## src/rtl/fb_pkg.sv

```systemverilog
// Shared constants and types for the 320x240x8 framebuffer arbiter.
// Geometry, bus widths and the clear sequencer state encoding.
package fb_pkg;

    localparam int FB_W      = 320;
    localparam int FB_H      = 240;
    localparam int FB_DEPTH  = FB_W * FB_H;
    localparam int FB_ADDR_W = 17;
    localparam int FB_DATA_W = 8;

    typedef enum logic [0:0] {
        CLR_IDLE = 1'b0,
        CLR_RUN  = 1'b1
    } clr_state_e;

endpackage

```

## src/rtl/fb_clear_seq.sv

```systemverilog
// Clear sequencer: walks every framebuffer address once per clr_start,
// advancing only on cycles the arbiter grants it the RAM.
module fb_clear_seq
    import fb_pkg::*;
#(
    parameter int ADDR_W = FB_ADDR_W,
    parameter int DEPTH  = FB_DEPTH
) (
    input  logic              clk,
    input  logic              reset,
    input  logic              start,
    input  logic              grant,
    output logic              req,
    output logic [ADDR_W-1:0] addr,
    output logic              busy
);

    localparam logic [0:0]        ST_IDLE   = CLR_IDLE;
    localparam logic [0:0]        ST_RUN    = CLR_RUN;
    localparam logic [ADDR_W-1:0] LAST_ADDR = ADDR_W'(DEPTH - 1);

    logic [0:0]        state_reg;
    logic [0:0]        state_next;
    logic [ADDR_W-1:0] cnt_reg;
    logic [ADDR_W-1:0] cnt_next;

    // start is only looked at in idle, so a pulse during the final grant is lost
    always_comb begin
        state_next = state_reg;
        cnt_next   = cnt_reg;
        case (state_reg)
            ST_IDLE: begin
                if (start) begin
                    state_next = ST_RUN;
                    cnt_next   = '0;
                end
            end
            default: begin
                if (grant) begin
                    if (cnt_reg == LAST_ADDR) begin
                        state_next = ST_IDLE;
                        cnt_next   = '0;
                    end else begin
                        cnt_next = cnt_reg + 1'b1;
                    end
                end
            end
        endcase
    end

    always_ff @(posedge clk or posedge reset) begin
        if (reset) begin
            state_reg <= ST_IDLE;
            cnt_reg   <= '0;
        end else begin
            state_reg <= state_next;
            cnt_reg   <= cnt_next;
        end
    end

    assign busy = (state_reg == ST_RUN);
    assign req  = busy;
    assign addr = cnt_reg;

endmodule

```

## src/rtl/fb_arbiter.sv

```systemverilog
// Single-port framebuffer arbiter: display reads, waterfall writes and the
// clear sequencer share one registered RAM command port.
module fb_arbiter
    import fb_pkg::*;
#(
    parameter int                DATA_W     = FB_DATA_W,
    parameter int                ADDR_W     = FB_ADDR_W,
    parameter int                DEPTH      = FB_DEPTH,
    parameter int                STARVE_MAX = 15,
    parameter logic [DATA_W-1:0] CLR_VALUE  = '0
) (
    input  logic              clk,
    input  logic              reset,
    input  logic              rd_valid,
    input  logic [ADDR_W-1:0] rd_addr,
    output logic              rd_ready,
    output logic              rd_data_valid,
    output logic [DATA_W-1:0] rd_data,
    input  logic              wr_valid,
    input  logic [ADDR_W-1:0] wr_addr,
    input  logic [DATA_W-1:0] wr_data,
    output logic              wr_ready,
    input  logic              clr_start,
    output logic              clr_busy,
    output logic [ADDR_W-1:0] ram_addr,
    output logic [DATA_W-1:0] ram_wdata,
    output logic              ram_we,
    input  logic [DATA_W-1:0] ram_rdata
);

    localparam int              SW         = (STARVE_MAX > 0) ? $clog2(STARVE_MAX + 1) : 1;
    localparam logic [SW-1:0]   STARVE_LIM = SW'(STARVE_MAX);
    localparam int              AW1        = ADDR_W + 1;
    localparam logic [AW1-1:0]  DEPTH_L    = AW1'(DEPTH);
    localparam int              RD_LAT     = 2;

    logic              grant_rd;
    logic              grant_wr;
    logic              grant_clr;
    logic              force_wr;
    logic              wr_in_range;

    logic              clr_req;
    logic [ADDR_W-1:0] clr_addr;

    logic [SW-1:0]     starve_reg;
    logic [SW-1:0]     starve_next;

    logic [ADDR_W-1:0] ram_addr_reg;
    logic [ADDR_W-1:0] ram_addr_next;
    logic [DATA_W-1:0] ram_wdata_reg;
    logic [DATA_W-1:0] ram_wdata_next;
    logic              ram_we_reg;
    logic              ram_we_next;

    logic [RD_LAT-1:0] rd_pipe_reg;
    logic [RD_LAT-1:0] rd_pipe_next;

    fb_clear_seq #(
        .ADDR_W (ADDR_W),
        .DEPTH  (DEPTH)
    ) u_clear_seq (
        .clk   (clk),
        .reset (reset),
        .start (clr_start),
        .grant (grant_clr),
        .req   (clr_req),
        .addr  (clr_addr),
        .busy  (clr_busy)
    );

    // Writer jumps ahead of the reader once it has waited STARVE_MAX cycles
    assign force_wr    = (STARVE_MAX != 0) && (starve_reg == STARVE_LIM);
    assign grant_rd    = rd_valid && !(force_wr && wr_valid);
    assign grant_wr    = wr_valid && (force_wr || !rd_valid);
    assign grant_clr   = clr_req && !rd_valid && !wr_valid;
    assign wr_in_range = ({1'b0, wr_addr} < DEPTH_L);

    assign rd_ready = grant_rd;
    assign wr_ready = grant_wr;

    always_comb begin
        starve_next = starve_reg;
        if (!wr_valid || grant_wr) begin
            starve_next = '0;
        end else if (starve_reg != STARVE_LIM) begin
            starve_next = starve_reg + 1'b1;
        end
    end

    // Out-of-range writes are still handshaken, just never reach the RAM
    always_comb begin
        ram_addr_next  = ram_addr_reg;
        ram_wdata_next = ram_wdata_reg;
        ram_we_next    = 1'b0;
        if (grant_rd) begin
            ram_addr_next = rd_addr;
        end else if (grant_wr) begin
            ram_addr_next  = wr_addr;
            ram_wdata_next = wr_data;
            ram_we_next    = wr_in_range;
        end else if (grant_clr) begin
            ram_addr_next  = clr_addr;
            ram_wdata_next = CLR_VALUE;
            ram_we_next    = 1'b1;
        end
    end

    // Command register stage plus the RAM's own read register give two cycles
    assign rd_pipe_next = {rd_pipe_reg[RD_LAT-2:0], grant_rd};

    always_ff @(posedge clk or posedge reset) begin
        if (reset) begin
            starve_reg    <= '0;
            ram_addr_reg  <= '0;
            ram_wdata_reg <= '0;
            ram_we_reg    <= 1'b0;
            rd_pipe_reg   <= '0;
        end else begin
            starve_reg    <= starve_next;
            ram_addr_reg  <= ram_addr_next;
            ram_wdata_reg <= ram_wdata_next;
            ram_we_reg    <= ram_we_next;
            rd_pipe_reg   <= rd_pipe_next;
        end
    end

    assign ram_addr      = ram_addr_reg;
    assign ram_wdata     = ram_wdata_reg;
    assign ram_we        = ram_we_reg;
    assign rd_data_valid = rd_pipe_reg[RD_LAT-1];
    assign rd_data       = rd_data_valid ? ram_rdata : '0;

endmodule

```

## config.mk

```make
export PLATFORM = sky130hd
export DESIGN_NAME = fb_arbiter
export DESIGN_NICKNAME = d
export VERILOG_FILES = /design/src/rtl/fb_pkg.sv /design/src/rtl/fb_clear_seq.sv /design/src/rtl/fb_arbiter.sv
export SDC_FILE = /design/constraint.sdc
export NUM_CORES = 1
export LEC_CHECK = 0
export CORE_UTILIZATION = 30
export CTS_CLUSTER_DIAMETER = 40
export DETAILED_ROUTE_END_ITERATION = 10
export RECOVER_POWER = 50
export SLEW_MARGIN = 20
export SYNTH_ARGS = -nofsm -noshare
export SYNTH_HDL_FRONTEND = slang
export SYNTH_SLANG_ARGS = --single-unit
export TNS_END_PERCENT = 100
```

## constraint.sdc

```tcl
create_clock -name clk -period 1.88 [get_ports clk]
set_input_delay 0.47 -clock clk [delete_from_list [all_inputs] [get_ports clk]]
set_output_delay 0.47 -clock clk [all_outputs]
set_load 0.02 [all_outputs]
```

==> flow_summary.ini <==
[pwr]
powerDensity_nw_per_um2 = 660.2
leakage_nw = 1.612
finalPower_mw = 2.545
ir_drop_v = 0.0002556

[layout]
antenna_cells = 0
area_growth_pct = 52.07
nets = 429
layout_common_cells = 78 x clkdlybuf4s50_1, 49 x dfrtp_1, 38 x a21oi_1, 31 x buf_4, 27 x nor2_1
instances_no_fill = 478
mostFrequentLayoutCell = clkdlybuf4s50_1
drive_above_1_share_pct = 15.28

[critical_path]
arrival_ns = 1.36
critPathKind = input pin to output pin
cp_max_fo = 1
cp-start-kind = input pin
critPathRequiredTime_ns = 1.41
timing.critical_path.to_type = output pin

[clock_network]
clk_latency_ns = 0.31
clock-sinks = 50
clock_path_buffers = 2
clkSlewWorstSetupHoldPaths_ns = 0.10
tritoncts = done
h-tree-depth = 2
clock-root-buffer = clkbuf_8
numCtsBuffers = 5

[synth]
synthAdderAreaFrac_pct = 0.9872
synth_area_um2 = 2535
ys_seq_area_share_pct = 49.36
synth-async-reset-ratio_pct = 100.0
yosys.area_share.simple_pct = 18.31
synthesis.nets = 311
synth_top_flop_cell = dfrtp_1
synthMuxAreaShare_pct = 0.4442
synth_xor_area_share_pct = 2.764
synth-seq-cells = 50
syn-mean-instance-area_um2 = 9.980
synth_cell_types = 43
synth_edf_count = 0
synth_compound_area_share_pct = 24.53
yosysWarnings = 0
syn_inst = 254
synth_top_family_by_area = compound AO/OA/AOI/OAI gates

[timing]
hold_slack_ns = 0.3565
tightest_slew_ns = 1.118
drv_slew = 0
finalHoldViolations = 0
layout_worst_path_cycle_share_pct = 97.25
finalSetupViolCount = 0
skew_ns = 0.008649
clock.fmax_ghz = 0.5470
max_slew_margin_pct = 25.50
rsz0062_at_grt = no
period_needed_ns = 1.828

[grt]
grt_usage_pct = 17.08
grt_pass1_wl_um = 11810
first_global_vias = 2309
grt_antenna_before_repair = 0
grt_max_degree = 51
gr-total-overflow = 0

[run]
maxCapViolations = 0

[floorplan]
start_util_pct = 30.85
rows = 33
io_pins = 93
fp.dieH_um = 93.92
die_area_um2 = 8821
core_um2 = 8217
die_w_um = 93.92

[route]
first_iter_violations = 152
firstDrtPassIters = 4
viasPerCell = 5.157
ant_nets = 0
vias = 2465
drc = 0
avgRoutedWirePerCell_um = 15.27
postRouteWirelength_um = 7298

[placement]
gp_congestion = 0.7824
post-dp-hpwl_um = 5534
numPortBuffers = 92
dp_cells = 467

[run_status]
outcome = finished, final reports clean

[hold_path]
hp-class = register to register
[layout make-up]
type	count	area (um2)
Timing Repair Buffer	124	1137
Clock inverter	3	23.77
Clock buffer	5	68.82
Multi-Input combinational cell	186	1222
Inverter	5	18.77
Tap cell	105	131.4
Sequential cell	50	1252
Fill cell	793	4362
[Yosys cell counts (2+ instances only)]
master | count | area share [%]
nand4_1 | 7 | 1.7
dfrtp_1 | 50 | 49
buf_2 | 4 | 0.79
o21ai_0 | 10 | 2.0
o221ai_1 | 16 | 5.5
a31oi_1 | 2 | 0.49
o211ai_1 | 2 | 0.59
a21oi_1 | 38 | 7.5
nand2b_1 | 3 | 0.74
nor2_1 | 27 | 4.0
and3_1 | 2 | 0.49
nor2b_1 | 4 | 0.99
xnor2_1 | 2 | 0.69
o211ai_2 | 2 | 0.99
a211o_1 | 2 | 0.69
and2_1 | 9 | 2.2
and4_1 | 3 | 1.0
nand2_1 | 8 | 1.2
nand3_1 | 5 | 0.99
o2111ai_1 | 2 | 0.69
o21ai_1 | 2 | 0.39
buf_6 | 2 | 0.89
ha_1 | 2 | 0.99
nor4_1 | 2 | 0.49
or3_1 | 8 | 2.0
xor2_1 | 6 | 2.1
inv_1 | 3 | 0.44
inv_2 | 2 | 0.30
a22o_1 | 9 | 3.1
and4bb_2 | 2 | 0.99
clkbuf_1 | 6 | 0.89
[metal layers]
layer | wire, um | global-route usage, % | vias to the layer above
li1 | - | - | 1195
met1 | 3457 | 24.26 | 1171
met2 | 3256 | 26.89 | 90
met3 | 503 | 2.913 | 9
met4 | 81 | 4.231 | 0
met5 | 0 | 0 | -
[per-stage QoR]
stage / cell area (um2) / utilization [%] / setup slack [ns] / setup TNS [ns]
global route: 3855 / 46.92 / 0.003876 / 0
floorplan: 2536 / - / 0.1308 / 0
detailed placement: 3745 / 45.58 / -0.5227 / -13.02
finish: 3855 / 46.92 / 0.05178 / 0
global placement: 3745 / 45.58 / -0.4902 / -11.48
CTS: 3820 / 46.49 / 0.0002763 / 0
[power by group]
part	total (mW)	switching (mW)	internal (mW)	leakage, nW
sequential	1.25	0.0812	1.17	0.642
clock	0.654	0.387	0.267	0.0408
combinational	0.637	0.302	0.335	0.929
[kinds of logic (layout without fill, tap and decap cells)]
kind of cell    after synthesis  count (layout)
simple gates                 83              83
fa+ha+maj                     2               2
mux                           1               1
compound gates               92              92
xor+xnor                      8               8
buf+inv                      18             137
flops                        50              50
[what timing repair did]
item | 4_1_cts | 5_1_grt
setup buffers | 0 | 3
hold buffers | 0 | 0
setup endpoints to repair | 20 | 22
resized for setup | 19 | 11
pin swaps | 0 | 4
[final timing paths]
kind / from / end / slack, ns / depth (start not counted)
min in group asynchronous: reset / ram_wdata[4] / 0.83 / 3
worst max-delay path: ram_rdata[0] / rd_data[0] / 0.05 / 3
worst max register to register: u_clear_seq.addr[4] / u_clear_seq.addr[11] / 0.22 / 4
max in group asynchronous: reset / u_clear_seq.busy / 0.28 / 3
worst min register to register: rd_pipe_reg[0] / rd_pipe_reg[1] / 0.36 / 0
worst min-delay path: rd_pipe_reg[0] / rd_pipe_reg[1] / 0.36 / 0
[worst max-delay path, stage by stage]
cell and delay (ns):
clkdlybuf4s50_1 0.45, and2_1 0.11, dlygate4sd2_1 0.32
No activity file was read; power rests on OpenSTA's default activity.
